==> config.mk <==
export PLATFORM = sky130hd
export DESIGN_NAME = sequence_generator
export DESIGN_NICKNAME = d
export VERILOG_FILES = /design/src/rtl/sequence_generator.sv
export SDC_FILE = /design/constraint.sdc
export NUM_CORES = 1
export LEC_CHECK = 0
export BUFFER_PORTS_ARGS = -buffer_cell sky130_fd_sc_hd__buf_2
export CORE_MARGIN = 3
export CORE_UTILIZATION = 49
export CTS_CLUSTER_DIAMETER = 100
export CTS_CLUSTER_SIZE = 12
export DETAILED_ROUTE_END_ITERATION = 8
export PLACE_DENSITY_LB_ADDON = 0.05
export SLEW_MARGIN = 0
export SYNTH_ARGS = -nofsm -noshare
export SYNTH_HDL_FRONTEND = slang
export SYNTH_SLANG_ARGS = --single-unit
==> constraint.sdc <==
create_clock -name clk -period 1.7 [get_ports clk]
set_clock_uncertainty 0.15 [all_clocks]
set_input_delay 0.17 -clock clk [delete_from_list [all_inputs] [get_ports clk]]
set_output_delay 0.17 -clock clk [all_outputs]
set_load 0.005 [all_outputs]
==> src/rtl/sequence_generator.sv <==
// Serial pattern transmitter: shifts a WIDTH-bit pattern out MSB-first for (repeat_cnt+1) repetitions.
// Optional feature macro: SEQGEN_GAP_EN inserts one idle GAP cycle between consecutive repetitions.
module sequence_generator #(
  parameter int WIDTH = 4,
  parameter int CNT_W = 4
) (
  input  logic             clk,
  input  logic             rst_n,
  input  logic             load,
  input  logic [WIDTH-1:0] pattern,
  input  logic [CNT_W-1:0] repeat_cnt,
  input  logic             abort,
  output logic             ready,
  output logic             data,
  output logic             valid,
  output logic             frame,
  output logic             done
);

  localparam int BW = (WIDTH > 1) ? $clog2(WIDTH) : 1;
  localparam logic [BW-1:0] LAST_BIT = BW'(WIDTH - 1);

`ifdef SEQGEN_GAP_EN
  typedef enum logic [1:0] {IDLE = 2'd0, SEND = 2'd1, GAP = 2'd2, DONE = 2'd3} state_t;
`else
  typedef enum logic [1:0] {IDLE = 2'd0, SEND = 2'd1, DONE = 2'd3} state_t;
`endif

  state_t           state;
  logic [WIDTH-1:0] sh;
  logic [WIDTH-1:0] copy;
  logic [BW-1:0]    bitcnt;
  logic [CNT_W-1:0] rep;

  // Outputs are registered one step ahead: sh[WIDTH-1] is the bit currently on data.
  always_ff @(posedge clk) begin
    if (!rst_n) begin
      state  <= IDLE;
      bitcnt <= '0;
      rep    <= '0;
      ready  <= 1'b1;
      data   <= 1'b0;
      valid  <= 1'b0;
      frame  <= 1'b0;
      done   <= 1'b0;
    end else begin
      done <= 1'b0;
      case (state)
        IDLE, DONE: begin
          // abort in DONE beats a simultaneous load; abort in IDLE is ignored
          if (load && !(abort && state == DONE)) begin
            sh     <= pattern;
            copy   <= pattern;
            rep    <= repeat_cnt;
            bitcnt <= '0;
            state  <= SEND;
            ready  <= 1'b0;
            valid  <= 1'b1;
            data   <= pattern[WIDTH-1];
            frame  <= 1'b1;
          end else begin
            state  <= IDLE;
            bitcnt <= '0;
            rep    <= '0;
            ready  <= 1'b1;
            valid  <= 1'b0;
            data   <= 1'b0;
            frame  <= 1'b0;
          end
        end
        SEND: begin
          if (abort) begin
            state  <= IDLE;
            bitcnt <= '0;
            rep    <= '0;
            ready  <= 1'b1;
            valid  <= 1'b0;
            data   <= 1'b0;
            frame  <= 1'b0;
          end else if (bitcnt == LAST_BIT) begin
            if (rep != '0) begin
              rep    <= rep - CNT_W'(1);
              sh     <= copy;
              bitcnt <= '0;
`ifdef SEQGEN_GAP_EN
              state  <= GAP;
              valid  <= 1'b0;
              data   <= 1'b0;
              frame  <= 1'b0;
`else
              valid  <= 1'b1;
              data   <= copy[WIDTH-1];
              frame  <= 1'b1;
`endif
            end else begin
              state  <= DONE;
              done   <= 1'b1;
              ready  <= 1'b1;
              valid  <= 1'b0;
              data   <= 1'b0;
              frame  <= 1'b0;
            end
          end else begin
            sh     <= sh << 1;
            bitcnt <= bitcnt + BW'(1);
            data   <= sh[WIDTH-2];
            frame  <= 1'b0;
          end
        end
`ifdef SEQGEN_GAP_EN
        GAP: begin
          if (abort) begin
            state  <= IDLE;
            bitcnt <= '0;
            rep    <= '0;
            ready  <= 1'b1;
            valid  <= 1'b0;
            data   <= 1'b0;
            frame  <= 1'b0;
          end else begin
            state  <= SEND;
            valid  <= 1'b1;
            data   <= sh[WIDTH-1];
            frame  <= 1'b1;
          end
        end
`endif
        default: begin
          state  <= IDLE;
          bitcnt <= '0;
          rep    <= '0;
          ready  <= 1'b1;
          valid  <= 1'b0;
          data   <= 1'b0;
          frame  <= 1'b0;
        end
      endcase
    end
  end

endmodule

Word-level counts from Yosys, hierarchy flattened
Index checks and enable logic that the tools add are counted.
Cells by class
  add/sub/neg operators: 2
  eq/ne operators: 10
  multiplexer cells: 36
  bitwise gates (word level): 3
  reduce and logical (&&, ||, !) cells: 13
Operator list (number)
  $mux 1: 16
  $mux 4: 4
  $mux 3: 4
  $ne 3x3->1 const B: 4
  $mux 2: 5
  $pmux 1 s2: 4
  $pmux 4 s2: 1
  $pmux 3 s2: 1
  $reduce_and 5->1: 1
  $eq 2x2->1 const B: 2
  $ne 2x2->1 const B: 2
  $pmux 2 s2: 1
  $reduce_and 2->1: 2
  $reduce_bool 4->1: 1
  $reduce_or 4->1: 1
  $sub 4x1->4 const B: 1
  $not 1->1: 3
  $reduce_and 3->1: 1
  $reduce_or 3->1: 1
  $add 2x1->2 const B: 1
  $eq 2x1->1 const B: 1
  $logic_and 1x1->1: 2
  $logic_not 2->1: 1
  $ne 2x1->1 const B: 1
  other kinds (3): 3
Storage, ports and cells
  register bits after elaboration: 20
  input port bits: 12
  output and inout bits: 5
  logic and storage cells: 74

Longest topological paths before layout
  depth in word-level cells: 6
  gate-level depth with buffers: 7
  gate-level depth less buffers: 6

Worst setup path before layout
Ideal clock, no wire load.
  path kind: reg2reg
  start point: register state[0]
  end point: register sh[0] (enable)
  setup time: 345 ps
  data arrival time: 1340 ps
  data required time: 1205 ps
  slack: -135 ps
  stages on the path, launching flop included: 7
  path buffers: 0
  period minus slack after synthesis: 1835 ps
  cell sequence: dfxtp_1 > inv_1 > ha_1 > nand2_1 > a21oi_2 > a21oi_1 > nor3_1
On the way
  longest elaborated chain between the ends: 6
  elaborated cells on any way between the ends: 12
  those cells by class: eq/ne (5); reduce/logical (7)
Ends and longest elaborated chain
  start: declaration: line 29  | state_t state;
  start signal: assignment: line 38  | state <= IDLE;
  start signal: assignment: line 56  | state <= SEND;
  start signal: assignment: line 62  | state <= IDLE;
  $eq 2x2->1: line 48, 51
  $logic_and 1x1->1: line 51  | if (load && !(abort && state == DONE)) begin
  $logic_not 1->1: line 51
  $logic_and 1x1->1: line 51
  $ne 2x2->1 (no source line)
  $reduce_and 5->1 (no source line) (*)
  end signal: assignment: line 52  | sh <= pattern;
  end signal: assignment: line 83  | sh <= copy;
  end signal: assignment: line 104  | sh <= sh << 1;
  end: declaration: line 30  | logic [WIDTH-1:0] sh;
Every way passes the cells marked *; elsewhere a longest branch is shown, timed or not.
A chain may end at the register's enable or synchronous reset.

Worst setup path after layout
  start point: register rep[1]
  end point: register rep[0]
On the way
  longest elaborated chain between the ends: 3
Ends and longest elaborated chain
  start: declaration: line 33  | logic [CNT_W-1:0] rep;
  start signal: assignment: line 54  | rep <= repeat_cnt;
  start signal: assignment: line 82  | rep <= rep - CNT_W'(1);
  $reduce_bool 4->1: line 81  | if (rep != '0) begin
  $ne 3x3->1 (no source line)
  $reduce_and 2->1 (no source line)
Every way passes these cells.

==> results <==
- Compared with the post-synthesis result, the final layout area differs by 34.0%.
- Sorting the synthesized cells by area gives the leading types as sky130_fd_sc_hd__dfxtp_1, sky130_fd_sc_hd__edfxtp_1, sky130_fd_sc_hd__ha_1.
- The portion of total power attributed to combinational logic is 0.166.
- The die footprint is between 2000 and 3000 sq um.
- The number of nets in the synthesized netlist is approximately 130.
- The multiplexer area fraction after synthesis is 0.0290.
- Traced cell by cell, the critical path runs through inv_1 -> ha_2 -> nor3b_4 -> or3_4 -> o32ai_2 -> a32o_2.
- The path type of the worst setup path is reg2reg.
- Summed over all failing endpoints, the final setup total negative slack is 0 ps.
- The count of cells in the finished layout, fillers not included, comes to 166.
- The synthesized design spends more area on one cell type than any other, namely sky130_fd_sc_hd__dfxtp_1.
- CTS placed an instance of sky130_fd_sc_hd__clkbuf_4 at the clock tree root.
- The area inside the core boundary is 1860 sq um.
- The count of boundary I/O pins is 17.
- Of the total power, registers draw 0.485.
- The overall via count from detail_route is 914.
- The wire length after detailed routing is 2.46 mm.
- Of the cells placed in the final design, the portion with a size suffix greater than 1 is 0.376.
- The initial antenna violation count is 0.
- The Yosys step of the flow raised 0 warnings.
- After floorplanning, the core was divided into 15 placement rows.
- Of the total synthesized cell area, the portion taken by XOR and XNOR cells is 0.0169.
- The gate count after technology mapping is 109.
- The repair_antennas step left the layout with diodes totalling 0.
- The mapped netlist covers 1030 sq um.
- The post-placement worst setup slack is -12.4 ps.
- Synthesis inferred 20 register bits.
- The slowest stage of the critical path belongs to the cell sky130_fd_sc_hd__dfxtp_2.
- Once placement completed, the tool counted placed cells totaling 155.
- The post-synthesis compound-gate area fraction is 0.163.
- The via density per instance is about 5.5.
- The length of the first detailed-routing pass in iterations is 4.
- At the end of routability-driven placement, the weighted congestion stood at around 0.86.
- The CTS H-tree depth is 1.
- By area, the combinational part of the netlist is dominated by simple AND/OR/NAND/NOR gates.
- The worst setup path is captured at a flip-flop.
- The global route total overflow is 0.
- From bottom edge to top edge, the die measures 52.0 um.
- The clock latency reported for the late side of the worst-skew pair is around 300 ps.
- The number of inserted filler cells in the final layout is 131.
- The final hold violation count came to 0.
- The maximum vdd drop is 0.898 mV.
- Summing all placed instances gives a cell area of around 1200 sq um.
- Counting the buffers created by CTS gives 3.
- The CTS clock-pin slew for the worst setup and hold paths is 120 ps.
- The netlist uses 37 different library cells.
- The leakage dissipation is 0.567 nW.
- After synthesis, the mean cell area works out to ~9.5 sq um.
- The wire-length estimate of the detail-placed layout is 1.65 mm.
- The normalized max-slew margin is 0.764.
- The worst-margin pin slew is 353 ps.
- The worst setup path is launched from a flip-flop.
- The power per cell area is between 700 and 800 nW/um^2.
- Entering global routing, the biggest net connects 13 pins.
- The tool flagged a number of max-cap violations equal to 0.
- The clock sink total is 20.
- The cell family contributing the most delay on the critical path is simple AND/OR/NAND/NOR gates.
- The total of endpoints with negative setup slack in the final report is 0.
- The peak fanout along the critical path is 4.
- The clock passes through at most 2 buffers.
- The global-route usage over all layers is 0.200.
- STA puts the critical path data required time at ~1800 ps.
- The internal power consumption is 849 uW.
- The run finished with clean final reports.
- The share of flip-flops with an asynchronous set or reset is 0.
- At the worst endpoint, the arrival time is 1720 ps.
- Counting instances in the post-synthesis netlist gives the leading cell types as sky130_fd_sc_hd__dfxtp_1, sky130_fd_sc_hd__nor2_1, sky130_fd_sc_hd__nand2_1.
- The number of flops mapped to enable cells by yosys is 7.
- The number of global-route vias before repair came to 875.
- The most common cell in the synthesized netlist is sky130_fd_sc_hd__dfxtp_1.
- The clock tree from TritonCTS is done.
- The share of total power dissipated in the clock network is 0.348.
- In the final routed layout, each cell accounts on average for 14.8 um.
- In the post-route analysis, the smallest setup slack over all paths is around 32 ps.
- The final count of pins violating max slew is 0.
- The delay of the slowest cell on the worst path is 350 ps.
- The detailed-route DRC error count is 0.
- The final critical-path share of the clock period is 0.981.
- Of the total power, the share spent switching nets is 0.230.
- Counting I/O delays and the setup requirement, the final critical path takes 1670 ps.
- The global-route wire length before repair is ~3.9 mm.
- The number of input and output port buffers inserted is 16.
- Of the synthesized area, sequential elements account for 0.455.
- The number of routed nets with antenna violations is 0.
- The commonest register cell after synthesis is sky130_fd_sc_hd__dfxtp_1.
- The share of the synthesized area in the top cell type is 0.252.
- Of the total synthesized cell area, the portion taken by full adders, half adders and majority gates is 0.0726.
- The total net switching power is 254 uW.
- The violation count after the first detailed-route iteration is 32.
- The net total in the final layout is 160.
- The initial utilization of the core area, before any placement, comes to 0.557.
- The buffers plus inverters on the worst setup path is 1.
- The achievable clock frequency is 599 MHz.
- The classification of the worst-slack hold path is in2reg.
- The final standard cell area without fillers is 1390 sq um.
- The chip width is between 50 and 60 um.
- Setup repair after global routing could not meet its margin everywhere.
- The simple-gate share of the synthesized area is 0.201.
-- final timing paths --
kind,cells past startpoint,to,start,slack (ps)
setup / recovery,6,rep[0],rep[1],30
hold / removal,3,rep[1],repeat_cnt[1],50
setup reg to reg,6,rep[0],rep[1],30
hold reg to reg,2,bitcnt[1],bitcnt[1],330
-- layer usage --
metal,GRT usage,vias to the layer above,routed length (um)
met5,0,-,0
met2,0.331,32,1140
met1,0.254,423,1130
met3,0.0659,10,130
met4,0.0393,0,61
li1,-,449,-
-- worst reg2reg max path, stage by stage, from the launching register on --
cell and delay (ps):
sky130_fd_sc_hd__dfxtp_2 350, sky130_fd_sc_hd__inv_1 90, sky130_fd_sc_hd__ha_2 190, sky130_fd_sc_hd__nor3b_4 290
sky130_fd_sc_hd__or3_4 200, sky130_fd_sc_hd__o32ai_2 70, sky130_fd_sc_hd__a32o_2 230
-- cells in the final DEF (no fill, tap or decap), types with 2 or more instances in the layout --
master                          netlist  routed
sky130_fd_sc_hd__dfxtp_1             13      10
sky130_fd_sc_hd__clkbuf_4             0       3
sky130_fd_sc_hd__nand3_1              5       5
sky130_fd_sc_hd__buf_4                1      10
sky130_fd_sc_hd__inv_1               10       9
sky130_fd_sc_hd__nand2_1             11      10
sky130_fd_sc_hd__mux2i_1              3       3
sky130_fd_sc_hd__buf_2                1      16
sky130_fd_sc_hd__nor3_1               4       3
sky130_fd_sc_hd__a21oi_1              9       9
sky130_fd_sc_hd__ha_2                 0       3
sky130_fd_sc_hd__o21ai_0              3       3
sky130_fd_sc_hd__nor2_1              12      10
sky130_fd_sc_hd__dlygate4sd3_1        0       5
sky130_fd_sc_hd__inv_2                1       2
sky130_fd_sc_hd__dfxtp_2              0       3
sky130_fd_sc_hd__edfxtp_1             7       7
sky130_fd_sc_hd__ha_1                 6       2
-- registers in the layout (all words and copies together) (netlist names) --
register  cells
sh            3
ready         1
state         2
done          1
bitcnt        2
rep           4
frame         1
data          1
valid         1
copy          4
-- final cells by class --
type                    count  area, sq um  share of cell area
clock buffers               3         22.5              0.0162
clock inverters             1         30.0              0.0217
inverters                  11         41.3              0.0298
multi-input cells          75          582               0.420
flip-flops and latches     20          474               0.342
well taps                  25         31.3              0.0226
repair buffers             31          205               0.148
-- kinds of logic after synthesis --
family,after synthesis
DFF,20
and+or+nand+nor,39
adders and majority gates,6
muxes,3
xor gates and xnor gates,2
buffers and inverters,14
AOI/OAI and AO/OA,25
-- through the flow --
step                power, mW  utilization  hold WS (ps)
floorplan               0.634            -           119
global placement        0.686        0.640           211
detailed placement      0.689        0.640           213
CTS                      1.08        0.701          47.0
global route             1.15        0.746          67.4
finish                   1.10        0.746          53.8
-- power by group through the flow --
stage	logic, mW	registers (mW)	clock network [mW]
after floorplan	0.0917	0.542	0
after CTS	0.156	0.533	0.395
final	0.183	0.535	0.384
after detailed placement	0.145	0.544	0
after global placement	0.143	0.543	0
after global routing	0.202	0.538	0.409
-- timing repair --
action                                 4_1_cts  5_1_grt
setup endpoints to repair                    4       13
pin swaps                                    1        3
gates resized for setup                      4       14
endpoints found under the hold margin        5        0
setup buffers                                0        2
hold buffers                                 5        0
(Power assumes the default switching activity.)
